## src/rtl/ysyx_24080014_ifu.sv

```systemverilog
// Instruction fetch unit: holds the PC, fetches one word per instruction over AXI4-Lite AR/R,
// hands {pc, inst, err} to decode, then waits for the next-PC update from write-back.
module ysyx_24080014_ifu #(
    parameter logic [31:0] RESET_PC = 32'h8000_0000
) (
    input  logic        ACLK,
    input  logic        ARESETn,
    output logic        ARVALID,
    input  logic        ARREADY,
    output logic [31:0] ARADDR,
    input  logic        RVALID,
    output logic        RREADY,
    input  logic [31:0] RDATA,
    input  logic [1:0]  RRESP,
    output logic        out_valid,
    input  logic        out_ready,
    output logic [31:0] out_pc,
    output logic [31:0] out_inst,
    output logic        out_err,
    input  logic        upd_valid,
    output logic        upd_ready,
    input  logic [31:0] upd_pc
);

    typedef enum logic [2:0] {
        S_RST,
        S_AR,
        S_R,
        S_OUT,
        S_WAIT
    } state_t;

    state_t      state;
    logic [31:0] pc;

    // The PC is frozen from S_AR until the update in S_WAIT, so it doubles as the
    // stable fetch address and the delivered PC.
    assign ARADDR = pc;
    assign out_pc = pc;

    always_ff @(posedge ACLK) begin
        if (!ARESETn) begin
            state     <= S_RST;
            pc        <= RESET_PC;
            ARVALID   <= 1'b0;
            RREADY    <= 1'b0;
            out_valid <= 1'b0;
            out_err   <= 1'b0;
            out_inst  <= 32'h0;
            upd_ready <= 1'b0;
        end else begin
            case (state)
                S_RST: begin
                    state   <= S_AR;
                    ARVALID <= (pc[1:0] == 2'b00);
                end
                S_AR: begin
                    if (pc[1:0] != 2'b00) begin
                        // Misaligned PC: report an error without touching the bus.
                        ARVALID   <= 1'b0;
                        out_inst  <= 32'h0;
                        out_err   <= 1'b1;
                        out_valid <= 1'b1;
                        state     <= S_OUT;
                    end else if (ARVALID && ARREADY) begin
                        ARVALID <= 1'b0;
                        RREADY  <= 1'b1;
                        state   <= S_R;
                    end
                end
                S_R: begin
                    if (RVALID && RREADY) begin
                        RREADY    <= 1'b0;
                        out_inst  <= (RRESP == 2'b00) ? RDATA : 32'h0;
                        out_err   <= (RRESP != 2'b00);
                        out_valid <= 1'b1;
                        state     <= S_OUT;
                    end
                end
                S_OUT: begin
                    if (out_ready) begin
                        out_valid <= 1'b0;
                        upd_ready <= 1'b1;
                        state     <= S_WAIT;
                    end
                end
                S_WAIT: begin
                    if (upd_valid) begin
                        pc        <= upd_pc;
                        upd_ready <= 1'b0;
                        ARVALID   <= (upd_pc[1:0] == 2'b00);
                        state     <= S_AR;
                    end
                end
                default: begin
                    state     <= S_RST;
                    ARVALID   <= 1'b0;
                    RREADY    <= 1'b0;
                    out_valid <= 1'b0;
                    upd_ready <= 1'b0;
                end
            endcase
        end
    end

endmodule

```

## config.mk

```make
export PLATFORM = sky130hd
export DESIGN_NAME = ysyx_24080014_ifu
export DESIGN_NICKNAME = d
export VERILOG_FILES = /design/src/rtl/ysyx_24080014_ifu.sv
export SDC_FILE = /design/constraint.sdc
export NUM_CORES = 1
export LEC_CHECK = 0
export BUFFER_PORTS_ARGS = -buffer_cell sky130_fd_sc_hd__clkbuf_2
export CAP_MARGIN = 20
export CORE_MARGIN = 1.5
export CORE_UTILIZATION = 32
export DETAILED_ROUTE_END_ITERATION = 12
export GPL_TIMING_DRIVEN = 0
export SLEW_MARGIN = 20
export SYNTH_ARGS = -nofsm -noshare
export SYNTH_HDL_FRONTEND = slang
export SYNTH_SLANG_ARGS = --single-unit
```

## constraint.sdc

```tcl
create_clock -name ACLK -period 2.19 [get_ports ACLK]
set_input_delay 0.438 -clock ACLK [delete_from_list [all_inputs] [get_ports ACLK]]
set_output_delay 0.438 -clock ACLK [all_outputs]
set_load 0.005 [all_outputs]
```

Word level (Yosys, flattened, before mapping). Index checks and enable logic that the tools add are counted.

Bits in registers: 72. Bits in latches: 0. RAM bits: 0. ROM bits: 0. Bits of input ports: 72. Output and inout bits: 101. Memories kept: 0.

Add/sub/neg operators: 0. $mul: 0. Divide/modulo/power cells: 0. Order comparisons: 0. Equal/unequal tests: 11. Shift operators: 0. Multiplexer cells: 27. Bitwise gates (word level): 4. Reductions and logical operators: 20.

Operator list (count): 2-to-1 mux 32 bit (3); one-hot mux 32 bit (2 select lines) (1); 2-to-1 mux 3 bit (5); one-hot mux 3 bit (5 select lines) (1); 2-to-1 mux 1 bit (12); inequality test 2 bit (second input constant) (6); AND reduction 4 bit (3); AND reduction 3 bit (3); one-hot mux 1 bit (4 select lines) (2); == test 3 x 2 -> 1 bit (second input constant) (2); zero test 2 bit (3); one-hot mux 1 bit (3 select lines) (2); nonzero test 2 bit (3); OR reduction 3 bit (2); NOT 1 bit (4); OR reduction 2 bit (2); == test 3 x 1 -> 1 bit (second input constant) (1); == test 3 bit (second input constant) (1); zero test 3 bit (1); inequality test 3 bit (second input constant) (1); logical AND 1 bit (2); one-hot mux 1 bit (2 select lines) (1); AND reduction 2 bit (1).

Depth between registers and ports, before layout. Gate-level depths: netlist of the first run.

Depth after elaboration: 4. Mapped depth: 7. Gate-level depth less buffers: 4.

Least setup slack after synthesis of the first run. Ideal clock, no wire load.

Path kind: input-to-reg. Start: input RRESP[1]. End: register out_inst[0]. Data arrival time: 1.453 ns. Path slack: 0.678 ns. Stages: 4. Cells stage by stage: or4_4 > nor3_4 > buf_6 > a22o_1.

Longest elaborated chain between the ends: 4.

Ends and longest elaborated chain: start, declared (line 14) `input logic [1:0] RRESP,`; zero test 2 bit (line 74) `out_inst <= (RRESP == 2'b00) ? RDATA : 32'h0;`; 2-to-1 mux 32 bit (line 74); 2-to-1 mux 32 bit (line 72) `if (RVALID && RREADY) begin`; one-hot mux 32 bit (2 select lines) (line 52) `case (state)`; end signal, assigned (line 74); end, declared (line 18) `output logic [31:0] out_inst,`.

No other way between the ends. The select of a mux whose other input is x is not followed. A chain may end at the register's enable or synchronous reset.

Worst setup path in the final report of the first run.
Start: register state[0]. End: register out_inst[28].

Longest elaborated chain between the ends: 3. Elaborated cells between the ends (all ways): 7. Those cells by class: eq/ne (4); mux (1); reduce/logical (2).

Ends and longest elaborated chain: start, declared (line 33) `state_t state;`; start signal, assigned (line 43) `state <= S_RST;`; start signal, assigned (line 54) `state <= S_AR;`; start signal, assigned (line 64) `state <= S_OUT;`; == test 3 x 1 -> 1 bit or == test 3 x 2 -> 1 bit (tied branches) (line 52); inequality test 2 bit (no line) or nonzero test 2 bit (tied branches); AND reduction 3 bit (no line).

Several ways; a longest one is shown, not always the timed one.

==> results of run 1 <==
==> cell type report <==
class,count,area (µm²)
fill,892,4660
sequential,72,1440
multi-input combinational,183,1020
timing repair buffer,172,861
buffer,52,344
clock buffer,12,155
tap,108,135
clock inverter,3,17.5
inverter,2,7.51
==> layout by cell type, fill, tap and decap left out, types with 2 or more instances in the layout <==
cell      instances
buf_2             5
nand2b_1          3
a22o_1           32
o211ai_1          3
and3_1            2
o22ai_1           2
inv_2             2
clkbuf_1         13
nor4b_1           2
a21oi_1          39
o221a_1           2
nand3_1           3
buf_4            32
buf_6             3
dfxtp_1          72
nor3_1            3
clkbuf_2        172
nor2_1            5
and2_1            2
clkbuf_8         11
o21ai_1           2
nand2_1          71
clkinv_2          2
==> cell families after synthesis <==
family / after synthesis / synth area share
AND/OR/NAND/NOR: 99 / 0.159
AO/OA/AOI/OAI: 84 / 0.203
flip-flops: 72 / 0.513
buffers and inverters: 54 / 0.125
==> layer usage <==
layer	vias to the layer above	GRT usage	routed length, µm
met5	-	0	0
met4	0	0.0736	117
met3	10	0.0549	613
met2	122	0.242	3450
met1	1220	0.187	3140
li1	1400	-	-
==> worst max-delay path by stage <==
stage                          startpoint                         to  slack, ns  depth (start not counted)
CTS                 state[0]$_SDFFE_PN0P_  out_inst[11]$_SDFFE_PN0P_       0.36                          5
finish              state[0]$_SDFFE_PN0P_  out_inst[28]$_SDFFE_PN0P_       0.38                          5
global route        state[1]$_SDFFE_PN0P_   out_inst[8]$_SDFFE_PN0P_       0.14                          6
global placement                  ARESETn  out_inst[29]$_SDFFE_PN0P_       0.34                          5
floorplan                        RRESP[1]   out_inst[0]$_SDFFE_PN0P_       0.68                          4
detailed placement                ARESETn   out_inst[7]$_SDFFE_PN0P_       0.33                          5
==> power breakdown <==
| part | leakage [nW] | switching (mW) | internal (mW) |
|---|---|---|---|
| clock network | 0.0882 | 0.460 | 0.463 |
| logic | 1.28 | 0.0708 | 0.0684 |
| registers | 0.581 | 0.00857 | 1.32 |
==> metrics by stage <==
step / setup slack [ns] / util
floorplan: 0.678 / -
global placement: 0.344 / 0.441
global route: 0.138 / 0.461
CTS: 0.358 / 0.461
detailed placement: 0.334 / 0.441
finish: 0.381 / 0.461
==> sequential cells by signal, indices dropped and copies added (netlist names) <==
signal / count
ARADDR: 32
ARVALID: 1
RREADY: 1
out_err: 1
out_inst: 32
out_valid: 1
state: 3
upd_ready: 1
==> impl_metrics.csv, run 1 <==
group,metric,value,unit
grt,gr-total-overflow,0,
sta,worst_pin_slew,0.443,ns
clocking,clkTransAtPathRegs,0.07,ns
setup_path,cp_num_buf_inv,1,
outcome,status,"complete, no violations",
sta,fin_setup_tns,0,ns
clocking,cts_sinks,72,
synth,synth_nets,381,
run,drv_cap,0,
grt,antenna_found_initial,0,
sta,period_minus_slack,1.81,ns
synth,synth_cell_types,32,
setup_path,required,2.47,ns
die,start_util,0.326,
setup_path,r2r_end,"out_inst[28]$_SDFFE_PN0P_",
die,die_width,96.7,µm
synth,synth_area_per_cell,9.10,µm²
power,power,2.39,mW
grt,grt_pass1_vias,2556,
synth,synth_ff_type,"dfxtp_1",
final_layout,drive_gt1_frac,0.464,
clocking,root_buffer,"clkbuf_8",
synth,synthCells,309,
sta,whs,0.304,ns
min_path,hold_path_end,"out_inst[30]$_SDFFE_PN0P_",
synth,synth_top_area_frac,0.513,
synth,yosys_warnings,0,
sta,fin_skew,0.00861,ns
power,p_per_area,600,nW/µm²
synth,ys_ff_latch,72,
clocking,ctsResizeCount,0,
min_path,min_delay_path_depth,2,
die,io_pins,173,
grt,grt_pass1_wl,11900,µm
place,dp.cells,589,
setup_path,critical-path-slowest-cell,"dfxtp_1",
die,die_area,9360,µm²
final_layout,syn_to_final_growth,41.6,%
setup_path,path_delay_family,"compound AO/OA/AOI/OAI gates",
clocking,cts_buffers,9,
synth,synth.most_common_cell,"dfxtp_1",
sta,hold_violations,0,
power,ir_drop,0.000365,V
place,gp_congestion,0.800,
route,drtPass1Iterations,4,
place,place_area,3810,µm²
grt,grt_usage,0.154,
setup_path,cp-end-kind,"flip-flop",
setup_path,crit_chain,"nand4b_1, o21ai_1, a21oi_1, clkbuf_1, a22o_1",
clocking,insertion_delay,0.34,ns
synth,synthTopCellsByCount,"dfxtp_1 (72), nand2_1 (71), a21oi_1 (39)",
synth,yosys.area.top_type,"dfxtp_1",
setup_path,path_max_fanout,10,
synth,synth_area_leaders,"dfxtp_1 (51%), a22o_1 (10%), nand2_1 (9.5%)",
sta,relSlewSlack,0.705,
clocking,h-tree-depth,3,
setup_path,r2r_slack,0.38,ns
min_path,holdCritPathClass,"in2reg",
setup_path,reg2reg_depth,5,
synth,synth_edf_count,0,
route,wirelength,7320,µm
setup_path,startpoint_type,"flip-flop",
synth,async_flop_share,0,
final_layout,fin_area,3980,µm²
sta,max_freq,553,MHz
clocking,clk_path_buf_depth,2,
synth,ys_seq_area_frac,0.513,
setup_path,timing.rr.start,"state[0]$_SDFFE_PN0P_",
place,hpwl,5510,µm
sta,drv_slew,0,
power,p_leak,1.95,nW
route,drc,0,
die,rows,34,
sta,setup_viol,0,
grt,grt_max_degree,12,
die,die_height,96.7,µm
min_path,hold_start,"RDATA[30]",
clocking,postCtsHoldBufs,0,
setup_path,slowest_delay,0.47,ns
clocking,cts_setup_buffers,0,
setup_path,arrival,2.09,ns
sta,min_period_over_period,0.826,
die,core_area,8640,µm²
place,portBuffers,172,
route,post_drt_wl_per_cell,12.1,µm
sta,rsz0062_at_grt,"no",
route,viasPerCell,4.56,
final_layout,fin_cells,604,
synth,syn_area,2810,µm²
final_layout,antenna_cells,0,
route,first_iter_violations,82,
route,ant_nets,0,
clocking,cts_tree,"built",
route,vias,2752,
setup_path,critical_path_class,"reg2reg",
final_layout,nets,564,
Power figures use the tool's default switching activity.
==> run 2, diff against run 1 <==
- ABC_AREA: unset -> 1
- clock period: 2.19 -> 1.55 ns (I/O delays scaled with it)
==> run 2 against run 1 <==
Effect of this change: count of clock-buffer cells in the layout shrank 1; critical endpoint is now out_inst[4]$_SDFFE_PN0P_; via count up 16%; highest routed layer unchanged; routed wire length is 20% higher.
==> impl_metrics.csv, run 2 <==
group,metric,value,unit
final_layout,final_util,0.461,
route,ant_nets,0,
die,io_pins,173,
power,swShare,0.311,
grt,grt_max_degree,13,
grt,grt_usage,0.158,
route,drtPass1Iterations,4,
sta,setup_viol,0,
place,gp_congestion,0.831,
grt,grt_pass1_wl,14000,µm
clocking,cts_sinks,72,
clocking,h-tree-depth,3,
final_layout,drive_gt1_frac,0.525,
power,p_leak,2.10,nW
clocking,insertion_delay,0.33,ns
power,p_int,3.43,mW
final_layout,layout_commonest_cell,"clkbuf_2",
die,die_area,10800,µm²
die,rows,36,
synth,yosys_warnings,0,
synth,synthTopCellsByCount,"nand2_1 (81), dfxtp_1 (72), nand3_1 (42)",
power,p_per_area,1100,nW/µm²
setup_path,startpoint_type,"flip-flop",
synth,synthCells,399,
min_path,hold_start,"upd_pc[31]",
clocking,postCtsHoldBufs,0,
clocking,root_buffer,"clkbuf_8",
sta,period_minus_slack,1.45,ns
route,wirelength,8780,µm
place,place_area,4290,µm²
power,pwr-share-comb,0.257,
synth,ys_seq_area_frac,0.442,
setup_path,required,1.73,ns
sta,max_freq,691,MHz
power,power.share.clock,0.325,
setup_path,crit_chain,"inv_2, nor2_1, nand3_1, nand2_2, nand2_8, buf_12, nand2_2, a21oi_2",
route,vias,3206,
final_layout,fin_area,4530,µm²
die,die_width,104,µm
sta,min_period_over_period,0.934,
place,portBuffers,172,
setup_path,critical_path_class,"reg2reg",
route,first_iter_violations,98,
clocking,cts_tree,"built",
grt,antenna_found_initial,0,
outcome,status,"complete, no violations",
route,viasPerCell,4.45,
min_path,holdCritPathClass,"in2reg",
sta,hold_violations,0,
min_path,hold_path_end,"ARADDR[31]$_SDFFE_PN1P_",
grt,grt_pass1_vias,2940,
setup_path,path_max_fanout,10,
die,start_util,0.332,
synth,synth_edf_count,0,
die,core_area,9820,µm²
clocking,cts_buffers,9,
route,drc,0,
setup_path,cpMostUsedCell,"nand2_2",
final_layout,nets,654,
setup_path,critical-path-slowest-cell,"dfxtp_1",
final_layout,antenna_cells,0,
power,ir_drop,0.000534,V
run,drv_cap,0,
setup_path,reg2reg_depth,8,
route,post_drt_wl_per_cell,12.2,µm
setup_path,arrival,1.63,ns
setup_path,cp-end-kind,"flip-flop",
sta,drv_slew,0,
synth,synth_ff_type,"dfxtp_1",
synth,synth_cell_types,24,
sta,relSlewSlack,0.514,
min_path,min_delay_path_depth,3,
clocking,clkTransAtPathRegs,0.07,ns
die,die_height,104,µm
sta,rsz0062_at_grt,"no",
synth,synth_top_area_frac,0.442,
synth,yosys.area.top_type,"dfxtp_1",
synth,synth_area_leaders,"dfxtp_1 (44%), nand2_1 (9.3%), buf_4 (8.1%)",
synth,synth_area_per_cell,8.17,µm²
clocking,clk_path_buf_depth,2,
sta,worst_pin_slew,0.730,ns
setup_path,slowest_delay,0.46,ns
place,hpwl,6740,µm
final_layout,syn_to_final_growth,38.8,%
grt,gr-total-overflow,0,
power,p_switching,1.55,mW
final_layout,mostFrequentLayoutCells,"clkbuf_2 (175), nand2_1 (81), dfxtp_1 (71), nand3_1 (42), a21oi_1 (39)",
synth,async_flop_share,0,
sta,fin_skew,0.0134,ns
setup_path,r2r_end,"out_inst[4]$_SDFFE_PN0P_",
power,seqPwrFrac,0.418,
synth,synth.most_common_cell,"nand2_1",
setup_path,timing.rr.start,"state[0]$_SDFFE_PN0P_",
synth,syn_area,3260,µm²
sta,fin_setup_tns,0,ns
synth,ys_ff_latch,72,
synth,synth_nets,471,
setup_path,r2r_slack,0.10,ns
[run 2: cell types whose count changed after synthesis, sizes merged, moves of 3 or more]
cell / delta
a22o: -32
nand3: +41
nand2b: -3
nor2: +16
inv: +13
buf: +5
o211ai: -3
nand2: +41
a21oi: +29
[run 2: worst max-delay path, delay by kind of cell (launching register included)]
family                 cells  cell delay, ns
DFF                        1            0.46
AOI/OAI and AO/OA          1            0.04
and+or+nand+nor            5            0.55
buffers and inverters      2            0.25
[run 2: logic make-up after synthesis]
logic type             share of synthesized area
AND/OR/NAND/NOR                            0.271
AO/OA/AOI/OAI                              0.149
flip-flops                                 0.442
buffers and inverters                      0.139
[run 2: power groups by stage]
stage	Combinational (mW)	Clock, mW	Sequential, mW
2_1_floorplan	0.897	0	2.11
3_3_place_gp	1.27	0	2.11
3_5_place_dp	1.27	0	2.12
4_1_cts	1.28	1.67	2.07
5_1_grt	1.43	1.74	2.10
6_report	1.28	1.62	2.08
[run 2: cell type report]
cell class	count	area, µm²
Buffer	55	409
Clock buffer	11	131
Clock inverter	5	81.3
Fill cell	1044	5290
Inverter	15	58.8
Multi-Input combinational cell	257	1380
Sequential cell	72	1440
Tap cell	133	166
Timing Repair Buffer	172	861
[run 2: routing by layer]
layer,wire length (µm),up-vias,global-route usage
met4,35,0,0.0506
li1,-,1635,-
met3,622,2,0.0388
met2,4080,131,0.263
met5,0,-,0
met1,4040,1438,0.200
[run 2: how the worst max path moves through the flow]
stage | to | start | depth (start not counted)
after floorplan | out_inst[10]$_SDFFE_PN0P_ | state[2]$_SDFFE_PN0P_ | 8
after global placement | out_inst[13]$_SDFFE_PN0P_ | RRESP[1] | 6
after detailed placement | out_inst[10]$_SDFFE_PN0P_ | RRESP[1] | 6
after CTS | ARADDR[3]$_SDFFE_PN0P_ | state[1]$_SDFFE_PN0P_ | 5
after global routing | out_inst[8]$_SDFFE_PN0P_ | state[0]$_SDFFE_PN0P_ | 8
final | out_inst[4]$_SDFFE_PN0P_ | state[0]$_SDFFE_PN0P_ | 8
[run 2: metrics by stage]
step           setup WS [ns]  power (mW)  hold slack (ns)  instances
2_1_floorplan          0.259        3.01            0.423        399
3_3_place_gp          0.0541        3.38            0.446        704
3_5_place_dp          0.0337        3.39            0.446        704
4_1_cts               0.0185        5.03            0.167        720
5_1_grt              0.00288        5.26            0.189        720
6_report               0.102        4.98            0.193        720
[run 2: what timing repair did]
action | in CTS | in global routing
buffers inserted | 0 | 0
hold endpoints to repair | 0 | 0
endpoints found under the setup margin | 0 | 55
resized for setup | 0 | 16
==> run 3, diff against run 2 <==
- CORE_UTILIZATION: 32 -> 35
- PLACE_DENSITY: unset -> 0.67
==> run 3 against run 2 <==
Effect of this change: core utilization rose by 3.2 points; sequential power barely moved; sequential share of layout area rose by 0.16 points; register-to-register slack barely moved; setup slack got worse by 0.0058 ns; routed wire length fell by 3.6%; critical endpoint is now out_inst[18]$_SDFFE_PN0P_; largest cell class unchanged; largest power group unchanged.
==> impl_metrics.csv, run 3 (synthesized netlist as in run 2, its figures left out) <==
group,metric,value,unit
clocking,h-tree-depth,3,
place,portBuffers,172,
sta,period_minus_slack,1.45,ns
setup_path,arrival,1.72,ns
grt,antenna_found_initial,0,
place,hpwl,6490,µm
final_layout,nets,654,
setup_path,startpoint_type,"flip-flop",
grt,grt_pass1_vias,2844,
grt,grt_pass1_wl,13500,µm
grt,grt_usage,0.168,
final_layout,fin_cells,698,
clocking,clkTransAtPathRegs,0.08,ns
clocking,cts_setup_buffers,0,
run,drv_cap,0,
final_layout,syn_to_final_growth,38.2,%
power,p_leak,2.10,nW
sta,relSlewSlack,0.531,
final_layout,layout_commonest_cell,"clkbuf_2",
setup_path,required,1.82,ns
route,wirelength,8460,µm
sta,hold_violations,0,
route,drc,0,
clocking,cts_sinks,72,
clocking,root_buffer,"clkbuf_8",
min_path,holdCritPathClass,"in2reg",
clocking,cts_tree,"built",
final_layout,drive_gt1_frac,0.526,
power,pwr-share-comb,0.258,
route,ant_nets,0,
sta,min_period_over_period,0.938,
route,first_iter_violations,107,
place,gp_congestion,0.777,
sta,setup_viol,0,
power,p_per_area,1120,nW/µm²
setup_path,cp-end-kind,"flip-flop",
sta,rsz0062_at_grt,"no",
power,power.share.clock,0.328,
route,post_drt_wl_per_cell,12.1,µm
die,die_area,9900,µm²
grt,gr-total-overflow,0,
final_layout,mostFrequentLayoutCells,"clkbuf_2 (175), nand2_1 (81), dfxtp_1 (70), nand3_1 (42), a21oi_1 (39)",
clocking,cts_buffers,9,
route,drtPass1Iterations,4,
sta,fin_setup_tns,0,ns
die,die_height,99.5,µm
route,viasPerCell,4.54,
sta,max_freq,688,MHz
sta,drv_slew,0,
die,start_util,0.356,
power,swShare,0.316,
setup_path,critical_path_class,"reg2reg",
sta,fin_skew,0.0138,ns
final_layout,antenna_cells,0,
outcome,status,"complete, no violations",
die,rows,35,
grt,grt_max_degree,14,
route,vias,3166,
die,die_width,99.5,µm
clocking,clk_path_buf_depth,2,
die,core_area,9150,µm²
power,seqPwrFrac,0.415,
setup_path,path_max_fanout,10,
die,io_pins,173,
power,ir_drop,0.000655,V
clocking,insertion_delay,0.34,ns
place,dp.cells,682,
power,p_switching,1.59,mW
sta,worst_pin_slew,0.703,ns
power,p_int,3.44,mW
==> run 3: cell count changes in the layout (fill, tap and decap cells not counted), sizes merged <==
cell,before,now
clkinv,2,1
clkbuf,195,194
clkinvlp,1,2
inv,15,16
==> run 3: critical path: stages (launching register included) <==
cell and delay, ns:
dfxtp_1 0.30, buf_4 0.16, inv_2 0.12, nand3_4 0.13, nor2_4 0.17, buf_2 0.24, nand3_1 0.12, a21oi_2 0.15
==> run 3: layer usage <==
layer  GRT usage  share of wire  wire length, µm  vias up
li1            -              -                -     1630
met1       0.201           0.44             3710     1405
met2       0.292           0.48             4050      124
met3      0.0513          0.075              635        7
met4      0.0455         0.0072               61        0
met5           0              0                0        -
==> run 3: through the flow <==
step                      utilization  total power [mW]  cell area, µm²  hold slack [ns]  setup WS, ns
after floorplan                     -              3.01            3260            0.423         0.259
after CTS                       0.490              5.08            4490            0.162        0.0226
after global placement          0.465              3.37            4260            0.438        0.0734
final                           0.492              5.03            4510            0.176        0.0962
after detailed placement        0.465              3.39            4260            0.439        0.0217
after global routing            0.492              5.34            4510            0.178       0.00342
==> run 3: power groups by stage <==
stage | combinational [mW] | clock, mW | sequential [mW]
floorplan | 0.897 | 0 | 2.11
global placement | 1.26 | 0 | 2.11
detailed placement | 1.28 | 0 | 2.11
CTS | 1.29 | 1.71 | 2.08
global route | 1.43 | 1.80 | 2.10
finish | 1.30 | 1.65 | 2.09
==> run 3: path summary, 6_finish.rpt <==
path | startpoint | endpoint | slack (ns) | cells after the start
setup / recovery | state[2]$_SDFFE_PN0P_ | out_inst[18]$_SDFFE_PN0P_ | 0.1 | 7
hold / removal | upd_pc[31] | ARADDR[31]$_SDFFE_PN1P_ | 0.18 | 3
setup reg to reg | state[2]$_SDFFE_PN0P_ | out_inst[18]$_SDFFE_PN0P_ | 0.1 | 7
hold reg to reg | out_err$_SDFFE_PN0P_ | out_err$_SDFFE_PN0P_ | 0.46 | 2
==> run 3: cell type report <==
cell class              count  area [µm²]
clock inverters             6        92.6
well taps                 111         139
inverters                  15        56.3
fillers                   919        4650
flip-flops and latches     72        1440
clock buffers              10         128
plain buffers              55         407
multi-input cells         257        1380
repair buffers            172         861
==> run 3: repair_timing <==
| item | in CTS | in global routing |
|---|---|---|
| gates cloned | 0 | 0 |
| setup endpoints to repair | 3 | 52 |
| resized for setup | 2 | 11 |
| hold buffers | 0 | 0 |
